$ cat src/rtl/mrv1_ifetch.sv
// mrv1 instruction fetch: per-thread PCs, round-robin issue of a single outstanding
// imem request, and an in-order instruction queue feeding decode.
module mrv1_ifetch #(
  parameter int unsigned NUM_THREADS_P = 4,
  parameter int unsigned QUEUE_DEPTH_P = 2,
  parameter logic [31:0] BOOT_PC_P     = 32'h0000_0000,
  localparam int unsigned twid_width_lp = (NUM_THREADS_P > 1) ? $clog2(NUM_THREADS_P) : 1
) (
  input  logic                     clk_i,
  input  logic                     rst_i,
  input  logic [NUM_THREADS_P-1:0] thread_en_i,
  input  logic                     imem_req_rdy_i,
  output logic                     imem_req_vld_o,
  output logic [31:0]              imem_req_addr_o,
  input  logic                     imem_rsp_vld_i,
  input  logic [31:0]              imem_rsp_data_i,
  input  logic                     imem_rsp_err_i,
  input  logic                     decode_rdy_i,
  output logic                     insn_vld_o,
  output logic [31:0]              insn_o,
  output logic [31:0]              insn_pc_o,
  output logic [twid_width_lp-1:0] insn_twid_o,
  output logic                     insn_is_rv16_o,
  output logic                     insn_illegal_o,
  input  logic                     redirect_vld_i,
  input  logic [twid_width_lp-1:0] redirect_twid_i,
  input  logic [31:0]              redirect_pc_i
);
  localparam int unsigned qaw_lp   = $clog2(QUEUE_DEPTH_P);
  localparam int unsigned ptr_w_lp = qaw_lp + 1;

  typedef struct packed {
    logic                     kill;
    logic                     illegal;
    logic [twid_width_lp-1:0] twid;
    logic [31:0]              pc;
    logic [31:0]              data;
  } entry_t;

  typedef struct packed {
    logic                     kill;
    logic [twid_width_lp-1:0] twid;
    logic [31:0]              pc;
  } tag_t;

  logic [31:0]              pc_q [NUM_THREADS_P];
  logic [twid_width_lp-1:0] rr_ptr_q;
  logic                     req_vld_q;
  logic [twid_width_lp-1:0] req_twid_q;
  logic [31:0]              req_addr_q;
  logic                     outst_q;
  tag_t                     tag_q;
  entry_t                   queue_q [QUEUE_DEPTH_P];
  logic [ptr_w_lp-1:0]      wr_ptr_q;
  logic [ptr_w_lp-1:0]      rd_ptr_q;

  logic [31:0]              redir_pc;
  logic                     req_fire;
  logic                     rsp_fire;
  logic                     pop;
  logic                     q_empty;
  logic [ptr_w_lp-1:0]      q_count;
  logic                     credit_ok;
  logic                     pick_vld;
  logic [twid_width_lp-1:0] pick_twid;
  logic [twid_width_lp-1:0] cand;
  logic                     issue;
  logic [31:0]              issue_addr;
  logic [twid_width_lp-1:0] rr_next;
  logic                     redir_req;
  logic                     redir_tag;
  logic                     redir_head;
  logic                     redir_pick;
  entry_t                   head;
  entry_t                   new_entry;

  assign redir_pc  = redirect_pc_i & ~32'h0000_0003;
  assign req_fire  = req_vld_q & imem_req_rdy_i;
  assign rsp_fire  = imem_rsp_vld_i & outst_q;
  assign q_empty   = (wr_ptr_q == rd_ptr_q);
  assign q_count   = wr_ptr_q - rd_ptr_q;
  assign credit_ok = ~outst_q & (q_count < ptr_w_lp'(QUEUE_DEPTH_P));

  assign head       = queue_q[rd_ptr_q[qaw_lp-1:0]];
  assign redir_head = redirect_vld_i & (redirect_twid_i == head.twid);
  assign redir_req  = redirect_vld_i & (redirect_twid_i == req_twid_q);
  assign redir_tag  = redirect_vld_i & (redirect_twid_i == tag_q.twid);
  assign redir_pick = redirect_vld_i & (redirect_twid_i == pick_twid);
  assign pop        = ~q_empty & (head.kill | (decode_rdy_i & insn_vld_o));

  // Round-robin: first enabled thread at or after rr_ptr
  always_comb begin
    pick_vld  = 1'b0;
    pick_twid = '0;
    cand      = '0;
    for (int unsigned i = 0; i < NUM_THREADS_P; i++) begin
      cand = twid_width_lp'((32'(rr_ptr_q) + i) % NUM_THREADS_P);
      if (!pick_vld && thread_en_i[cand]) begin
        pick_vld  = 1'b1;
        pick_twid = cand;
      end
    end
  end

  // A redirect landing in the issue cycle must not be lost to a stale PC
  assign issue      = ~req_vld_q & credit_ok & pick_vld;
  assign issue_addr = redir_pick ? redir_pc : pc_q[pick_twid];
  assign rr_next    = (req_twid_q == twid_width_lp'(NUM_THREADS_P - 1)) ? '0 : req_twid_q + 1'b1;

  always_comb begin
    new_entry         = '0;
    new_entry.kill    = tag_q.kill | redir_tag;
    new_entry.illegal = imem_rsp_err_i | (imem_rsp_data_i[1:0] != 2'b11);
    new_entry.twid    = tag_q.twid;
    new_entry.pc      = tag_q.pc;
    new_entry.data    = imem_rsp_data_i;
  end

  // Per-thread PCs; redirect wins over the post-accept increment
  always_ff @(posedge clk_i or posedge rst_i) begin
    if (rst_i) begin
      for (int unsigned t = 0; t < NUM_THREADS_P; t++) pc_q[t] <= BOOT_PC_P;
    end else begin
      for (int unsigned t = 0; t < NUM_THREADS_P; t++) begin
        if (redirect_vld_i && redirect_twid_i == twid_width_lp'(t))
          pc_q[t] <= redir_pc;
        else if (req_fire && req_twid_q == twid_width_lp'(t))
          pc_q[t] <= pc_q[t] + 32'd4;
      end
    end
  end

  // Request handshake, outstanding tag and round-robin pointer
  always_ff @(posedge clk_i or posedge rst_i) begin
    if (rst_i) begin
      req_vld_q  <= 1'b0;
      req_twid_q <= '0;
      req_addr_q <= '0;
      outst_q    <= 1'b0;
      tag_q      <= '0;
      rr_ptr_q   <= '0;
    end else begin
      if (req_vld_q) begin
        if (req_fire || redir_req) req_vld_q <= 1'b0;
      end else if (issue) begin
        req_vld_q  <= 1'b1;
        req_twid_q <= pick_twid;
        req_addr_q <= issue_addr;
      end
      if (req_fire) begin
        outst_q  <= 1'b1;
        tag_q    <= '{kill: redir_req, twid: req_twid_q, pc: req_addr_q};
        rr_ptr_q <= rr_next;
      end else if (rsp_fire) begin
        outst_q <= 1'b0;
      end else if (outst_q && redir_tag) begin
        tag_q.kill <= 1'b1;
      end
    end
  end

  // In-order instruction queue; redirected thread's entries are marked dead
  always_ff @(posedge clk_i or posedge rst_i) begin
    if (rst_i) begin
      for (int unsigned i = 0; i < QUEUE_DEPTH_P; i++) queue_q[i] <= '0;
      wr_ptr_q <= '0;
      rd_ptr_q <= '0;
    end else begin
      for (int unsigned i = 0; i < QUEUE_DEPTH_P; i++) begin
        if (redirect_vld_i && queue_q[i].twid == redirect_twid_i) queue_q[i].kill <= 1'b1;
      end
      if (rsp_fire) begin
        queue_q[wr_ptr_q[qaw_lp-1:0]] <= new_entry;
        wr_ptr_q <= wr_ptr_q + 1'b1;
      end
      if (pop) rd_ptr_q <= rd_ptr_q + 1'b1;
    end
  end

  assign imem_req_vld_o  = req_vld_q;
  assign imem_req_addr_o = req_addr_q;
  assign insn_vld_o      = ~q_empty & ~head.kill & ~redir_head;
  assign insn_o          = head.data;
  assign insn_pc_o       = head.pc;
  assign insn_twid_o     = head.twid;
  assign insn_is_rv16_o  = 1'b0;
  assign insn_illegal_o  = ~q_empty & head.illegal;

endmodule
$ cat config.mk
export PLATFORM = sky130hd
export DESIGN_NAME = mrv1_ifetch
export DESIGN_NICKNAME = d
export VERILOG_FILES = /design/src/rtl/mrv1_ifetch.sv
export SDC_FILE = /design/constraint.sdc
export NUM_CORES = 1
export LEC_CHECK = 0
export CAP_MARGIN = 15
export CORE_UTILIZATION = 50
export DETAILED_ROUTE_END_ITERATION = 8
export PLACE_DENSITY = 0.72
export SLEW_MARGIN = 25
export SYNTH_ARGS = -nofsm -noshare
export SYNTH_HDL_FRONTEND = slang
export SYNTH_SLANG_ARGS = --single-unit
export TNS_END_PERCENT = 30
$ cat constraint.sdc
create_clock -name clk_i -period 26.4 [get_ports clk_i]
set_clock_uncertainty 0.1 [all_clocks]
set_input_delay 5.28 -clock clk_i [delete_from_list [all_inputs] [get_ports clk_i]]
set_output_delay 5.28 -clock clk_i [all_outputs]
set_load 0.1 [all_outputs]
# Word level (Yosys, flattened, before mapping)
# Cells that the tools add are included.
[op_classes]
addsub = 11
multipliers = 0
div_mod_pow = 0
order_cmp = 9
n_eq_ne = 15
shifts = 0
muxes = 46
n_bitwise = 25
n_reduce_logical = 29
[op_table]
columns = ["operator", "count"]
rows = [
  ["$mux W32", 11],
  ["$mux W68", 4],
  ["$bwmux W136", 1],
  ["$mux W136", 1],
  ["$add A32 B3 Y32 const B", 4],
  ["$demux W68 S1", 1],
  ["$bmux W32 S2", 1],
  ["$mux W1", 18],
  ["$logic_and A1 B1 Y1", 15],
  ["$and A1 B1 Y1", 14],
  ["$eq A2 B2 Y1", 7],
  ["$lt A2 B3 Y1 const B", 4],
  ["$reduce_bool A2 Y1", 6],
  ["$mux W2", 5],
  ["$add A2 B1 Y2 const B", 4],
  ["$bmux W1 S2", 4],
  ["$eq A2 B2 Y1 const B", 4],
  ["$not A1 Y1", 5],
  ["$add A2 B2 Y2 const B", 2],
  ["$eq A2 B1 Y1 const B", 2],
  ["$ge A2 B2 Y1 const B", 2],
  ["$logic_not A2 Y1", 2],
  ["$ne A2 B2 Y1 const B", 2],
  ["$not A1 Y2", 2],
  ["other kinds (9)", 14],
]
[word_totals]
register_bits = 341
latch_bits = 0
mem_bits_rw = 0
rom_bits = 0
inputBits = 77
n_memories = 0

# Depth between registers and ports, before layout
[depth]
depth_word = 17
ltp_mapped = 10
mapped_depth_nobuf = 8

# Least setup slack after synthesis
# No wires, ideal clock.
[synth_path]
path_kind = "input-to-output"
from = "input port redirect_twid_i[1]"
to = "output port insn_vld_o"
arrival_time_ns = 6.610
required_ns = 21.020
setup_slack_ns = 14.410
path_stages = 4
path_buffers = 1
cell_sequence = "clkbuf_1 > xnor2_1 > nand3_1 > and3_1"
[synth_via]
elab_chain_len = 4
[synth_rtl]
columns = ["element", "line", "rtl"]
rows = [
  ["start, declared", "26", "input logic [twid_width_lp-1:0] redirect_twid_i,"],
  ["$eq A2 B2 Y1", "85", "assign redir_head = redirect_vld_i & (redirect_twid_i == head.twid);"],
  ["$and A1 B1 Y1", "85", ""],
  ["$not A1 Y1", "182", "assign insn_vld_o = ~q_empty & ~head.kill & ~redir_head;"],
  ["$and A1 B1 Y1", "182", ""],
  ["end, declared", "19", "output logic insn_vld_o,"],
]
# Every way passes these cells.

# Final worst setup path
# Ends and elaborated chain as after synthesis.

==> results.md <==
* Setup_tns at 0 ns
* Synth Area in Adders at 0.00687
* Longest Clk Path Bufs at 3
* Mux contribution to synthesized area at 0.201
* Die area at about 34000 µm²
* Final Max Tran Viols at 0
* Worst slack at placement at 13.31 ns
* Synth Register Bits at approximately 330
* Worst setup path category: primary input to output port
* Fraction of the mapped netlist area in simple logic gates at 0.137
* Diode count at 0
* Area share of xor/xnor cells in the synthesized design at 0.0695
* Layout Nets at 1734
* Post-synth EDFFs at 0
* CP Data Required Time at between 20 and 25 ns
* Yosys cell types at 47
* CTS root buf: clkbuf_16
* WL/cell at around 19 µm
* DIE HEIGHT at 183 µm
* Share of the yosys chip area belonging to registers at 0.502
* Vias in the first global route at 11400
* Crit-path max FO at 11
* Main combinational cell family by area after synthesis: multiplexers
* Final WL at 39.3 mm
* Layout area overhead at 20.8%
* CTS tree: built
* # rows at 65
* Fin crit share at 0.496
* Outcome: complete, no violations
* Clk slew on worst S/H paths at 0.06 ns
* Post-synthesis compound-gate area fraction at 0.0550
* IO Pins at 179
* Cts hold-fix bufs at 0
* CP endpoint kind: output port
* Drt first pass iters at 5
* First-pass GRT wire length at around 63 mm
* Placement Cell Area at roughly 19000 µm²
* Worst Slack Setup Final at 13.32 ns
* Count of final setup violators at 0
* CP startpoint kind: primary input
* Die Span X at 183 µm
* Syn avg cell area at between 10 and 15 µm²
* Asr flop ratio synth at 1.00
* Post-synth top flop: dfrtp_1
* Rel. slew slack at 0.302
* Vias post-DR at 11800
* Via density at 5.58
* FMAX at 76.4 MHz
* Total GRT Usage at 0.239
* DRT iter0 DRCs at approximately 890
* Largest net degree at the start of global routing at 159
* Total CTS buffers at 37
* Clock Latency Late Sink at around 0.52 ns
* Drt drc at 0
* Final hold slack at 0.380 ns
* Post-CTS Resized at 0
* Slew @ Worst Pin at 1.04 ns
* Worst hold path type: flop to flop
* Hold Fails Final Rpt at 0
* Sink Count at 329
* Arr. time, crit path at 7.70 ns
* Layout cell share with drive strength beyond 1 at 0.195
* Antenna violations before repair at 0
* RSZ-0062 raised after global routing: no
* Mapped Area at 16400 µm²
* Warnings, synthesis at 0
* Mapped Nets at 1592
* Mapped Cells at 1506
* IO buf count at 175
* Final instance area at 19800 µm²
* Total grt overflow at 0
* H-Tree Depth at 2
* GPL Wtd Cong at 0.850
* CORE AREA at 31900 µm²
* Minimum clock period at 13.08 ns
* Post-CTS Setup Inserts at 0
* DP HPWL at around 27 mm
* # Max-Cap Violations at 0
* Initial Util at 0.514
* Routed Antenna Nets at 0
[area by class of cell]
type | count | area [µm²]
Tap cell | 435 | 544
Timing Repair Buffer | 192 | 1960
Multi-Input combinational cell | 1072 | 7760
Clock inverter | 16 | 219
Fill cell | 2591 | 12100
Clock buffer | 46 | 1030
Inverter | 16 | 67.6
Sequential cell | 329 | 8230
[path summary, 6_finish.rpt]
path / start / end / slack, ns / cells after the start
setup / recovery: redirect_twid_i[1] / insn_vld_o / 13.32 / 5
hold / removal: queue_q[134] / queue_q[134] / 0.38 / 2
setup reg to reg: rr_ptr_q[1] / imem_req_addr_o[7] / 23.42 / 7
hold reg to reg: queue_q[134] / queue_q[134] / 0.38 / 2
max in group asynchronous: rst_i / rd_ptr_q[0] / 19.62 / 3
min in group asynchronous: rst_i / queue_q[75] / 5.19 / 2
[cell usage in the layout, fill, tap and decap left out, drive strengths merged, types with 30 or more instances in the layout]
cell,netlist,final
dfrtp,329,329
mux2i,39,39
clkbuf,55,46
a21oi,62,62
nand3,38,38
o21ai,96,96
xor2,59,59
nand4,30,30
nor2,100,100
mux2,198,198
clkdlybuf4s50,0,175
mux4,30,30
xnor2,71,71
nand2,249,249
[cell usage after synthesis (all sizes together), types with 16 or more instances]
master | n | share of area
mux4 | 30 | 0.041
and3 | 24 | 0.0092
dfrtp | 329 | 0.50
mux2i | 39 | 0.024
buf | 34 | 0.012
inv | 16 | 0.0037
nor3 | 16 | 0.0062
mux2 | 198 | 0.14
nor2 | 100 | 0.024
nand2 | 249 | 0.057
clkbuf | 55 | 0.013
xnor2 | 71 | 0.038
nand4 | 30 | 0.011
nand3 | 38 | 0.012
xor2 | 59 | 0.032
a21oi | 62 | 0.019
o21ai | 96 | 0.029
[per-stage QoR]
| stage | util | instances |
|---|---|---|
| 6_report | 0.621 | 2106 |
| 5_1_grt | 0.621 | 2106 |
| 4_1_cts | 0.621 | 2106 |
| 3_5_place_dp | 0.582 | 2044 |
| 3_3_place_gp | 0.579 | 2040 |
| 2_1_floorplan | - | 1506 |
[registers in the layout, indices dropped and copies added, names as in the netlist]
name,cells
wr_ptr_q,2
imem_req_addr_o,31
new_entry,33
req_twid_q,2
rd_ptr_q,2
pc_q,120
rr_ptr_q,2
tag_q,1
imem_req_vld_o,1
queue_q,134
outst_q,1
[metal layers]
| metal | global-route usage | share of wire | vias to the layer above |
|---|---|---|---|
| met5 | 0 | 0 | - |
| met4 | 0.0557 | 0.017 | 0 |
| met3 | 0.0340 | 0.052 | 42 |
| met2 | 0.380 | 0.47 | 323 |
| met1 | 0.348 | 0.46 | 5886 |
| li1 | - | - | 5506 |
[worst max-delay path, stage by stage]
cell             delay (ns)
clkdlybuf4s50_1        0.85
xnor2_1                0.15
nand3_1                0.12
and3_1                 0.16
clkdlybuf4s50_1        1.14
[kinds of logic (layout without fill, tap and decap cells)]
| family | Yosys count | count (layout) |
|---|---|---|
| AOI/OAI and AO/OA | 171 | 171 |
| muxes | 267 | 267 |
| and+or+nand+nor | 494 | 494 |
| buffers and inverters | 105 | 270 |
| DFF | 329 | 329 |
| other | 1 | 1 |
| adders and majority gates | 9 | 9 |
| xor gates and xnor gates | 130 | 130 |
Power is not shown: default switching activity piles up to over one toggle a cycle in this logic, so the estimate is an artifact.
